## src/rtl/hazard_scoreboard_pkg.sv

```systemverilog
// Shared types for the hazard scoreboard: FSM encoding, shadow-pipeline entry, source match helper.
package hazard_pkg;

  // Entry rd field is sized for the widest supported register index; narrower indices are zero-extended.
  localparam int unsigned REG_AW_MAX = 8;

  typedef enum logic [1:0] {
    ST_RUN   = 2'd0,
    ST_STALL = 2'd1,
    ST_FLUSH = 2'd2
  } state_t;

  typedef struct packed {
    logic                  valid;
    logic                  we;
    logic [REG_AW_MAX-1:0] rd;
    logic                  is_load;
  } shadow_entry_t;

  function automatic logic src_match(input shadow_entry_t entry, input logic [REG_AW_MAX-1:0] idx);
    return entry.valid && entry.we && (entry.rd != '0) && (entry.rd == idx);
  endfunction

endpackage

```

## src/rtl/hazard_scoreboard_if.sv

```systemverilog
// Decode-side hazard handshake: decoded instruction fields in, stall/bubble/flush controls out.
interface hazard_scoreboard_if #(
  parameter int unsigned REG_AW = 5
);
  logic              issue_valid;
  logic [1:0]        rd_mask;
  logic [REG_AW-1:0] rs1;
  logic [REG_AW-1:0] rs2;
  logic              we;
  logic [REG_AW-1:0] rd;
  logic              is_load;
  logic              jump;
  logic              stall_fd;
  logic              bubble_e;
  logic              flush_fd;

  modport master (
    output issue_valid, rd_mask, rs1, rs2, we, rd, is_load, jump,
    input  stall_fd, bubble_e, flush_fd
  );

  modport slave (
    input  issue_valid, rd_mask, rs1, rs2, we, rd, is_load, jump,
    output stall_fd, bubble_e, flush_fd
  );
endinterface

```

## src/rtl/hazard_scoreboard_shadow_pipe.sv

```systemverilog
// Non-stalling shift register of in-flight writes; stage 0 is execute.
module hazard_shadow_pipe
  import hazard_pkg::*;
#(
  parameter int unsigned PIPE_DEPTH = 3
) (
  input  logic                                        clk,
  input  logic                                        reset,
  input  shadow_entry_t                               entry_in,
  output logic [PIPE_DEPTH*$bits(shadow_entry_t)-1:0] entries
);

  shadow_entry_t [PIPE_DEPTH-1:0] stage;

  always_ff @(posedge clk or posedge reset) begin
    if (reset) begin
      stage <= '0;
    end else begin
      stage[0] <= entry_in;
      for (int unsigned i = 1; i < PIPE_DEPTH; i++) begin
        stage[i] <= stage[i-1];
      end
    end
  end

  assign entries = stage;

endmodule

```

## src/rtl/hazard_scoreboard.sv

```systemverilog
// Decode-side hazard unit: RAW stall detection, jump flush sequencing and a saturating stall counter.
module hazard_scoreboard
  import hazard_pkg::*;
#(
  parameter int unsigned NUM_REGS     = 32,
  parameter int unsigned REG_AW       = $clog2(NUM_REGS),
  parameter int unsigned PIPE_DEPTH   = 3,
  parameter int unsigned WB_BYPASS    = 0,
  parameter int unsigned FWD_EN       = 0,
  parameter int unsigned FLUSH_CYCLES = 1,
  parameter int unsigned CNT_W        = 16
) (
  input  logic                 clk,
  input  logic                 reset,
  hazard_scoreboard_if.slave   dec,
  output logic [1:0]           state,
  output logic [CNT_W-1:0]     stall_cnt,
  input  logic                 stat_clr
);

  localparam int LAST = int'(PIPE_DEPTH) - 1 - int'(WB_BYPASS);
  localparam logic [2:0] FLUSH_RELOAD = (FLUSH_CYCLES > 0) ? 3'(FLUSH_CYCLES - 1) : 3'd0;

  logic [PIPE_DEPTH*$bits(shadow_entry_t)-1:0] flat;
  shadow_entry_t [PIPE_DEPTH-1:0]              shadow;
  shadow_entry_t                               entry_in;
  logic [REG_AW_MAX-1:0]                       rs1_x;
  logic [REG_AW_MAX-1:0]                       rs2_x;
  logic [PIPE_DEPTH-1:0]                       hit;
  logic                                        hazard;
  logic                                        stall;
  logic                                        flush;
  state_t                                      st;
  logic [2:0]                                  flush_left;

  assign rs1_x  = REG_AW_MAX'(dec.rs1);
  assign rs2_x  = REG_AW_MAX'(dec.rs2);
  assign shadow = flat;

  always_comb begin
    hit = '0;
    for (int unsigned i = 0; i < PIPE_DEPTH; i++) begin
      hit[i] = (dec.rd_mask[0] && src_match(shadow[i], rs1_x)) ||
               (dec.rd_mask[1] && src_match(shadow[i], rs2_x));
    end
  end

  // With forwarding only an execute-stage load is unresolved; otherwise any producer up to LAST blocks.
  always_comb begin
    hazard = 1'b0;
    if (FWD_EN != 0) begin
      hazard = hit[0] && shadow[0].is_load;
    end else begin
      for (int unsigned i = 0; i < PIPE_DEPTH; i++) begin
        if (int'(i) <= LAST) hazard = hazard | hit[i];
      end
    end
  end

  assign flush        = dec.jump || (st == ST_FLUSH);
  assign stall        = hazard && dec.issue_valid && !flush;
  assign dec.flush_fd = flush;
  assign dec.stall_fd = stall;
  assign dec.bubble_e = stall || flush;

  always_comb begin
    entry_in         = '0;
    entry_in.valid   = dec.issue_valid && !stall && !flush;
    entry_in.we      = dec.we;
    entry_in.rd      = REG_AW_MAX'(dec.rd);
    entry_in.is_load = dec.is_load;
  end

  hazard_shadow_pipe #(
    .PIPE_DEPTH (PIPE_DEPTH)
  ) u_shadow (
    .clk      (clk),
    .reset    (reset),
    .entry_in (entry_in),
    .entries  (flat)
  );

  always_ff @(posedge clk or posedge reset) begin
    if (reset) begin
      st         <= ST_RUN;
      flush_left <= '0;
    end else begin
      case (st)
        ST_RUN, ST_STALL: begin
          if (dec.jump) begin
            if (FLUSH_CYCLES > 0) begin
              st         <= ST_FLUSH;
              flush_left <= FLUSH_RELOAD;
            end else begin
              st <= ST_RUN;
            end
          end else if (stall) begin
            st <= ST_STALL;
          end else begin
            st <= ST_RUN;
          end
        end
        ST_FLUSH: begin
          if (dec.jump) begin
            flush_left <= FLUSH_RELOAD;
          end else if (flush_left == '0) begin
            st <= ST_RUN;
          end else begin
            flush_left <= flush_left - 3'd1;
          end
        end
        default: st <= ST_RUN;
      endcase
    end
  end

  assign state = st;

  always_ff @(posedge clk or posedge reset) begin
    if (reset) begin
      stall_cnt <= '0;
    end else if (stat_clr) begin
      stall_cnt <= '0;
    end else if (stall && (stall_cnt != '1)) begin
      stall_cnt <= stall_cnt + 1'b1;
    end
  end

endmodule

```

## src/flat_wrapper.sv

```systemverilog
// flat-port wrapper written by rule: the top's interface ports become plain ports
module hazard_scoreboard_flat import hazard_pkg::*;
#(
  parameter int unsigned NUM_REGS     = 32,
  parameter int unsigned REG_AW       = $clog2(NUM_REGS),
  parameter int unsigned PIPE_DEPTH   = 3,
  parameter int unsigned WB_BYPASS    = 0,
  parameter int unsigned FWD_EN       = 0,
  parameter int unsigned FLUSH_CYCLES = 1,
  parameter int unsigned CNT_W        = 16
)
  (clk, reset, state, stall_cnt, stat_clr, dec_issue_valid, dec_rd_mask, dec_rs1, dec_rs2, dec_we, dec_rd, dec_is_load, dec_jump, dec_stall_fd, dec_bubble_e, dec_flush_fd);
  hazard_scoreboard_if #(.REG_AW(REG_AW)) dec_i ();
  input  logic clk;
  input  logic reset;
  output logic [1:0] state;
  output logic [CNT_W-1:0] stall_cnt;
  input  logic stat_clr;
  input wire logic [$bits(dec_i.issue_valid)-1:0] dec_issue_valid;
  input wire logic [$bits(dec_i.rd_mask)-1:0] dec_rd_mask;
  input wire logic [$bits(dec_i.rs1)-1:0] dec_rs1;
  input wire logic [$bits(dec_i.rs2)-1:0] dec_rs2;
  input wire logic [$bits(dec_i.we)-1:0] dec_we;
  input wire logic [$bits(dec_i.rd)-1:0] dec_rd;
  input wire logic [$bits(dec_i.is_load)-1:0] dec_is_load;
  input wire logic [$bits(dec_i.jump)-1:0] dec_jump;
  output wire logic [$bits(dec_i.stall_fd)-1:0] dec_stall_fd;
  output wire logic [$bits(dec_i.bubble_e)-1:0] dec_bubble_e;
  output wire logic [$bits(dec_i.flush_fd)-1:0] dec_flush_fd;
  assign dec_i.issue_valid = dec_issue_valid;
  assign dec_i.rd_mask = dec_rd_mask;
  assign dec_i.rs1 = dec_rs1;
  assign dec_i.rs2 = dec_rs2;
  assign dec_i.we = dec_we;
  assign dec_i.rd = dec_rd;
  assign dec_i.is_load = dec_is_load;
  assign dec_i.jump = dec_jump;
  assign dec_stall_fd = dec_i.stall_fd;
  assign dec_bubble_e = dec_i.bubble_e;
  assign dec_flush_fd = dec_i.flush_fd;
  hazard_scoreboard #(.NUM_REGS(NUM_REGS), .REG_AW(REG_AW), .PIPE_DEPTH(PIPE_DEPTH), .WB_BYPASS(WB_BYPASS), .FWD_EN(FWD_EN), .FLUSH_CYCLES(FLUSH_CYCLES), .CNT_W(CNT_W)) u_core (.clk(clk), .reset(reset), .dec(dec_i), .state(state), .stall_cnt(stall_cnt), .stat_clr(stat_clr));
endmodule
```

## config.mk

```make
export PLATFORM = sky130hd
export DESIGN_NAME = hazard_scoreboard_flat
export DESIGN_NICKNAME = d
export VERILOG_FILES = /design/src/rtl/hazard_scoreboard_pkg.sv /design/src/rtl/hazard_scoreboard_if.sv /design/src/rtl/hazard_scoreboard_shadow_pipe.sv /design/src/rtl/hazard_scoreboard.sv /design/src/flat_wrapper.sv
export SDC_FILE = /design/constraint.sdc
export NUM_CORES = 1
export LEC_CHECK = 0
export ABC_AREA = 1
export ABC_CLOCK_PERIOD_IN_PS = 2700
export CORE_MARGIN = 10
export CORE_UTILIZATION = 30
export CTS_CLUSTER_SIZE = 30
export DETAILED_ROUTE_END_ITERATION = 16
export REMOVE_ABC_BUFFERS = 1
export SYNTH_ARGS = -nofsm -noshare
export SYNTH_HDL_FRONTEND = slang
export SYNTH_SLANG_ARGS = --single-unit
```

## constraint.sdc

```tcl
create_clock -name clk -period 2.7 [get_ports clk]
set_input_delay 0.54 -clock clk [delete_from_list [all_inputs] [get_ports clk]]
set_output_delay 0.54 -clock clk [all_outputs]
set_load 0.01 [all_outputs]
```

==> run_results.csv, run 1 <==
group,metric,value,unit
sta,final-setup-viol-count,0,
cells_and_area,post-route-util,40.8,%
route,drt_via_density,4.48,
critical_path,critical_path_arrival,1980,ps
route,dr.first_iter.drc_count,51,
worst_hold_path,timing.hold.worst.class,"reg -> reg",
route,dr_wl_met3,432,um
worst_hold_path,holdCritStartpoint,"u_core.u_shadow.entries[10]",
sta,unrepaired_setup_endpoints_after_global_routing,"false",
die,die-area,0.0121,mm2
logic_synthesis,syn-cell-area,0.00244,mm2
clocking,clock_path_buffers,2,
critical_path,critical_path_required,2160,ps
run_status,run_status,"finished clean",
cells_and_area,fin_cells,517,
clocking,tritoncts_clock_tree,"yes",
sta,finalCriticalPeriod,2520,ps
die,number_of_rows_created_at_floorplan,32,
cells_and_area,finalInstanceArea,0.00319,mm2
critical_path,setup.worst_path.start_class,"input port",
place,dp_hpwl,4.82,mm
route,routed_wire_length_per_instance,12.1,um
power_and_ir_drop,p_total,1620,uW
die,initial_core_util,31.2,%
clocking,worst_setup_hold_path_clk_slew,90,ps
critical_path,reg2reg_to,"u_core.stall_cnt[4]",
die,dieHeight,110,um
sta,slew_headroom,42.9,%
sta,skew,9.58,ps
grt,grt_pass1_vias,2379,
route,drt-total-wl,6.26,mm
worst_hold_path,holdPathStages,0,
die,floorplan.io_pins,45,
route,drtAntennaViolNets,0,
logic_synthesis,synth.avg_cell_area,6.81,um2
place,dpl_cell_area,0.00305,mm2
die,fp.dieW,110,um
grt,maximum_number_of_pins_on_one_net_before_global_route_repair,24,
power_and_ir_drop,clock_power_share,36.8,%
critical_path,timing.setup.critical_path_class,"in -> out",
place,place.detailed.instances,509,
power_and_ir_drop,seq_power_share,43.9,%
logic_synthesis,synth_top_area_cell,"sky130_fd_sc_hd__dfrtp_1",
power_and_ir_drop,internal_power,1190,uW
critical_path,regToRegStartpoint,"u_core.stall_cnt[0]",
cells_and_area,post_route_cells_drive_above_1_share,6.75,%
place,port_buffers,43,
sta,hold_viol,0,
cells_and_area,antennaDiodeCount,0,
power_and_ir_drop,cellLeakagePower,0.00166,uW
clocking,clock-root-buffer,"sky130_fd_sc_hd__clkbuf_8",
logic_synthesis,synth_seq_cells,42,
route,dr.pass1.iters,4,
critical_path,cp-end-kind,"output port",
clocking,cts.htree.levels,2,
cells_and_area,nets_final,441,
power_and_ir_drop,swShare,26.8,%
clocking,clock_insertion_delay_worst_skew,300,ps
sta,final_min_period_over_clock_period,93.5,%
worst_hold_path,worst_hold_path.endpoint,"u_core.u_shadow.entries[21]",
power_and_ir_drop,power.share.combinational,19.3,%
cells_and_area,ff_latch_area,0.00105,mm2
grt,grt_first_pass_wirelength,10.9,mm
logic_synthesis,yosys.area.top_type_share,43.1,%
critical_path,rrSetupSlack,840,ps
power_and_ir_drop,netSwitchingPower,435,uW
power_and_ir_drop,cellPowerDensity,510,mW/mm2
route,route.vias.total,2314,
critical_path,r2r_cells,8,
route,route.detailed.drc,0,
grt,antenna_found_initial,0,
clocking,cts_setup_buffers,0,
die,core_area,0.00781,mm2
sta,fmax,396,MHz
cells_and_area,nFillCells,823,
sta,drv_slew,0,
sta,hold_ws,380,ps
logic_synthesis,synth.top_cells.by_area,"sky130_fd_sc_hd__dfrtp_1 (43%), sky130_fd_sc_hd__nand2_1 (21%), sky130_fd_sc_hd__nor2_1 (8.9%)",
clocking,cts.sinks,42,
cells_and_area,area_growth,30.7,%
run,maxCapViolations,0,
route,wirelength_met1,2.76,mm
grt,globalRoute.totalOverflow,0,
power_and_ir_drop,worst_ir_drop_vdd,0.240,mV
logic_synthesis,syn_inst,358,
route,top_layer_used_by_detailed_routing,"met4",
logic_synthesis,synth_cell_types,23,
cells_and_area,multi_input_comb_area,0.00120,mm2
logic_synthesis,ys_seq_area_share,43.1,%
sta,worst-slew-pin-transition,852,ps
place,gpl.final_weighted_congestion,0.905,
critical_path,cp_max_fo,4,
logic_synthesis,warnings_synthesis,0,
route,wl_met2,2.95,mm
grt,gr-usage-all-layers,11.1,%
clocking,numCtsBuffers,5,
-- routing by layer --
layer	vias to the layer above	global-route usage, %
met5	-	0
met4	0	4.04
met3	9	3.60
met2	52	19.0
met1	1042	12.8
li1	1211	-
-- cells by family after synthesis --
logic type                 after synthesis  synth area share, %
xor gates and xnor gates                10                 3.59
and+or+nand+nor                        245                 41.8
adders and majority gates                3                 1.54
DFF                                     42                 43.1
buffers and inverters                   48                 7.80
AOI/OAI and AO/OA                       10                 2.16
-- cell usage after synthesis, drive strengths merged --
master and count:
nand2 137, nor2 58, dfrtp 42, inv 42, nand3 34, nor3 10
xor2 7, a21oi 5, nand4 4, buf 3, ha 3, o21ai 3
xnor2 3, clkbuf 2, o22ai 2, and3 1, clkinv 1, nor3b 1
-- area by class of cell --
type	count	area share (%)
Sequential cell	42	33.0
Timing Repair Buffer	54	16.1
Clock inverter	3	2.16
Multi-Input combinational cell	268	37.5
Tap cell	102	4.00
Clock buffer	5	2.16
Inverter	43	5.06
-- power groups by stage --
| stage | Clock (uW) | Combinational, uW | Sequential (uW) |
|---|---|---|---|
| after floorplan | 0 | 180 | 723 |
| after global placement | 0 | 313 | 724 |
| after detailed placement | 0 | 325 | 726 |
| after CTS | 616 | 324 | 714 |
| after global routing | 644 | 366 | 723 |
| final | 598 | 314 | 713 |
-- worst max-delay path: stages --
cell	delay [ps]
sky130_fd_sc_hd__clkdlybuf4s50_1	500
sky130_fd_sc_hd__inv_2	60
sky130_fd_sc_hd__nand2_1	60
sky130_fd_sc_hd__nand2_1	50
sky130_fd_sc_hd__nor2_1	140
sky130_fd_sc_hd__nand3_1	100
sky130_fd_sc_hd__nand2_1	80
sky130_fd_sc_hd__nand2_1	60
sky130_fd_sc_hd__nand3_2	80
sky130_fd_sc_hd__nand2_1	80
sky130_fd_sc_hd__nor2_1	100
sky130_fd_sc_hd__buf_2	130
-- flip-flops by register name, summed over array words and instances (netlist names) --
register and cells:
u_core.stall_cnt 16, u_core.u_shadow.entries 21, u_core.flush_left 3, u_core.state 2
-- repair_timing --
action	CTS	global route
hold buffers	0	0
endpoints found under the setup margin	2	2
resized for setup	6	10
hold endpoints to repair	0	0
pin swaps	0	1
-- through the flow --
step	TNS (ps)	setup WS, ps
finish	0	175
global route	0	19.2
CTS	0	4.67
detailed placement	-611	-308
global placement	-595	-298
floorplan	0	883
-- how the worst max path moves through the flow --
| stage | slack [ps] | endpoint | start | cells after the start |
|---|---|---|---|---|
| after floorplan | 880 | dec_stall_fd | dec_rs2[2] | 10 |
| after global placement | -300 | dec_bubble_e | dec_rs1[4] | 12 |
| after detailed placement | -310 | dec_bubble_e | dec_rs1[4] | 12 |
| after CTS | 5 | dec_bubble_e | dec_rs2[3] | 12 |
| after global routing | 20 | dec_stall_fd | dec_rs2[2] | 12 |
| final | 180 | dec_stall_fd | dec_rs2[2] | 12 |
-- cell usage in the layout (no fill, tap or decap), drive strengths merged --
| cell type | netlist | routed |
|---|---|---|
| nand2 | 137 | 137 |
| nor2 | 58 | 58 |
| dfrtp | 42 | 42 |
| inv | 42 | 41 |
| clkdlybuf4s50 | 0 | 34 |
| nand3 | 34 | 34 |
| buf | 3 | 12 |
| nor3 | 10 | 10 |
| xor2 | 7 | 7 |
| clkbuf | 2 | 6 |
| a21oi | 5 | 5 |
| dlymetal6s2s | 0 | 5 |
| nand4 | 4 | 4 |
| xnor2 | 3 | 3 |
| ha | 3 | 3 |
| o21ai | 3 | 3 |
| clkinv | 1 | 3 |
| o22ai | 2 | 2 |
| bufinv | 0 | 2 |
| dlygate4sd2 | 0 | 2 |
| nor3b | 1 | 1 |
| and3 | 1 | 1 |
No activity file was read; power rests on OpenSTA's default activity.
==> run 2, diff against run 1 <==
--- a/config.mk
+++ b/config.mk
@@ -14,4 +14,5 @@
 export REMOVE_ABC_BUFFERS = 1
 export SYNTH_ARGS = -nofsm -noshare
 export SYNTH_HDL_FRONTEND = slang
+export SYNTH_HIERARCHICAL = 1
 export SYNTH_SLANG_ARGS = --single-unit
==> run 2 against run 1 <==
- die area increased by 11%
- fmax down 0.15%
- area after synthesis is 14% higher
- register-to-register slack about the same
- synthesized cell count rose by 8.9%
- critical path type unchanged
- cell count rose by 8.5%
- clock skew grew 6.2 ps
- critical endpoint unchanged
- first-iteration DRC count rose to 2.7 times the previous value
==> run_results.csv, run 2 <==
group,metric,value,unit
critical_path,setup.worst_path.start_class,"input port",
critical_path,critical_path_arrival,1990,ps
die,initial_core_util,30.5,%
power_and_ir_drop,swShare,27.0,%
power_and_ir_drop,cellPowerDensity,520,mW/mm2
cells_and_area,final_common_cell,"sky130_fd_sc_hd__nand2_1",
clocking,clock_insertion_delay_worst_skew,310,ps
logic_synthesis,syn-cell-area,0.00277,mm2
cells_and_area,nFillCells,985,
route,route.detailed.drc,0,
route,drtAntennaViolNets,0,
cells_and_area,post_route_cells_drive_above_1_share,8.67,%
route,dr.first_iter.drc_count,140,
sta,fmax,396,MHz
clocking,cts.htree.levels,2,
die,dieHeight,116,um
run_status,run_status,"finished clean",
grt,antenna_found_initial,0,
grt,grt_first_pass_wirelength,11.9,mm
power_and_ir_drop,internal_power,1340,uW
grt,globalRoute.totalOverflow,0,
sta,final-setup-viol-count,0,
clocking,worst_setup_hold_path_clk_slew,80,ps
cells_and_area,nets_final,476,
power_and_ir_drop,seq_power_share,46.8,%
power_and_ir_drop,clock_power_share,33.9,%
sta,final_min_period_over_clock_period,93.6,%
die,core_area,0.00911,mm2
place,port_buffers,43,
power_and_ir_drop,cellLeakagePower,0.00185,uW
route,routed_wire_length_per_instance,12.3,um
sta,drv_slew,0,
clocking,postCtsHoldBufs,0,
route,route.vias.total,2510,
grt,grt_pass1_vias,2553,
sta,unrepaired_setup_endpoints_after_global_routing,"true",
sta,skew,15.8,ps
cells_and_area,most-common-layout-cells,"sky130_fd_sc_hd__nand2_1 (143), sky130_fd_sc_hd__nor2_1 (60), sky130_fd_sc_hd__dfrtp_1 (51)",
sta,hold_ws,380,ps
route,dr.pass1.iters,4,
route,drt_via_density,4.47,
logic_synthesis,warnings_synthesis,6,
sta,hold_viol,0,
grt,gr-usage-all-layers,11.1,%
sta,finalCriticalPeriod,2530,ps
cells_and_area,multi_input_comb_area,0.00128,mm2
logic_synthesis,synth.avg_cell_area,7.11,um2
clocking,numCtsBuffers,5,
cells_and_area,antennaDiodeCount,0,
clocking,clock-root-buffer,"sky130_fd_sc_hd__clkbuf_8",
critical_path,cp_max_fo,3,
power_and_ir_drop,power.share.combinational,19.3,%
critical_path,cp-end-kind,"output port",
place,dp_hpwl,5.39,mm
die,floorplan.io_pins,45,
grt,maximum_number_of_pins_on_one_net_before_global_route_repair,31,
place,dpl_cell_area,0.00341,mm2
logic_synthesis,syn_inst,390,
place,gpl.final_weighted_congestion,0.860,
cells_and_area,ff_latch_area,0.00128,mm2
cells_and_area,area_growth,27.3,%
clocking,cts.sinks,51,
critical_path,critical_path_required,2160,ps
power_and_ir_drop,worst_ir_drop_vdd,0.257,mV
cells_and_area,finalInstanceArea,0.00353,mm2
worst_hold_path,timing.hold.worst.class,"reg -> reg",
run,maxCapViolations,0,
critical_path,timing.setup.critical_path_class,"in -> out",
power_and_ir_drop,netSwitchingPower,496,uW
die,fp.dieW,116,um
route,drt-total-wl,6.90,mm
clocking,clock_path_buffers,2,
die,die-area,0.0135,mm2
clocking,tritoncts_clock_tree,"yes",
die,number_of_rows_created_at_floorplan,35,
cells_and_area,largest_register_ff_count,30,
## run 2: cell types whose count changed in the layout (fill, tap and decap cells not counted), moves of 3 or more
| cell | delta |
|---|---|
| sky130_fd_sc_hd__dlymetal6s2s_1 | -3 |
| sky130_fd_sc_hd__nand3_1 | -4 |
| sky130_fd_sc_hd__dfrtp_1 | +9 |
| sky130_fd_sc_hd__dlygate4sd2_1 | +5 |
| sky130_fd_sc_hd__o21ai_0 | +6 |
| sky130_fd_sc_hd__nand2_1 | +7 |
| sky130_fd_sc_hd__nor2_2 | +6 |
| sky130_fd_sc_hd__nor3b_1 | +3 |
| sky130_fd_sc_hd__a21oi_1 | -3 |
| sky130_fd_sc_hd__inv_1 | +8 |
| sky130_fd_sc_hd__conb_1 | +3 |
| sky130_fd_sc_hd__nor3_1 | -3 |
## run 2: worst paths after layout
| check | cells after the start | endpoint | slack [ps] | start |
|---|---|---|---|---|
| setup / recovery | 14 | dec_stall_fd | 170 | dec_rd_mask[0] |
| hold / removal | 0 | u_core/u_shadow/entries[32] | 380 | u_core/u_shadow/entries[21] |
| setup reg to reg | 10 | u_core/stall_cnt[14] | 850 | u_core/stall_cnt[0] |
| hold reg to reg | 0 | u_core/u_shadow/entries[32] | 380 | u_core/u_shadow/entries[21] |
| max in group asynchronous | 3 | u_core/u_shadow/entries[24] | 1790 | reset |
| min in group asynchronous | 3 | u_core/stall_cnt[6] | 590 | reset |
## run 2: repair_timing
item | 4_1_cts | 5_1_grt
pin swaps | 0 | 3
setup endpoints to repair | 2 | 2
gates resized for setup | 14 | 6
buffers inserted | 0 | 0
## run 2: layout make-up
class,count,area share [%]
inverter,52,5.53
multi-input combinational,284,36.3
clock inverter,2,1.70
clock buffer,6,2.05
timing repair buffer,55,14.3
sequential,51,36.1
tap,111,3.93
## run 2: power groups by stage
stage / clock network (uW) / registers, uW / logic, uW
final: 623 / 859 / 355
after global routing: 679 / 868 / 414
after global placement: 0 / 875 / 357
after floorplan: 0 / 872 / 204
after detailed placement: 0 / 876 / 367
after CTS: 643 / 860 / 364
## run 2: critical path, stage by stage
cell and delay (ps):
sky130_fd_sc_hd__clkdlybuf4s50_1 450, sky130_fd_sc_hd__inv_1 60, sky130_fd_sc_hd__nor2_1 90, sky130_fd_sc_hd__nand2_1 70
sky130_fd_sc_hd__nor2_2 100, sky130_fd_sc_hd__nand3_1 90, sky130_fd_sc_hd__nand2_1 70, sky130_fd_sc_hd__nand2_1 60
sky130_fd_sc_hd__nand3_2 90, sky130_fd_sc_hd__nand2_1 70, sky130_fd_sc_hd__inv_1 50, sky130_fd_sc_hd__nand2_1 70
sky130_fd_sc_hd__inv_1 70, sky130_fd_sc_hd__buf_2 120
## run 2: metrics by stage
stage	power, uW	utilization [%]	TNS, ps	worst slack [ps]	std cells
after global routing	1960	38.8	-18.9	-18.9	561
final	1840	38.8	0	172	561
after floorplan	1080	-	0	861	387
after global placement	1230	37.4	-667	-357	553
after CTS	1870	38.8	0	10.2	561
after detailed placement	1240	37.4	-665	-352	553
## run 2: metal layers
| metal | vias to the layer above | wire [um] | GRT usage (%) |
|---|---|---|---|
| li1 | 1299 | - | - |
| met1 | 1156 | 3060 | 13.0 |
| met2 | 47 | 3320 | 18.8 |
| met3 | 8 | 431 | 3.34 |
| met4 | 0 | 87 | 3.67 |
| met5 | - | 0 | 0 |
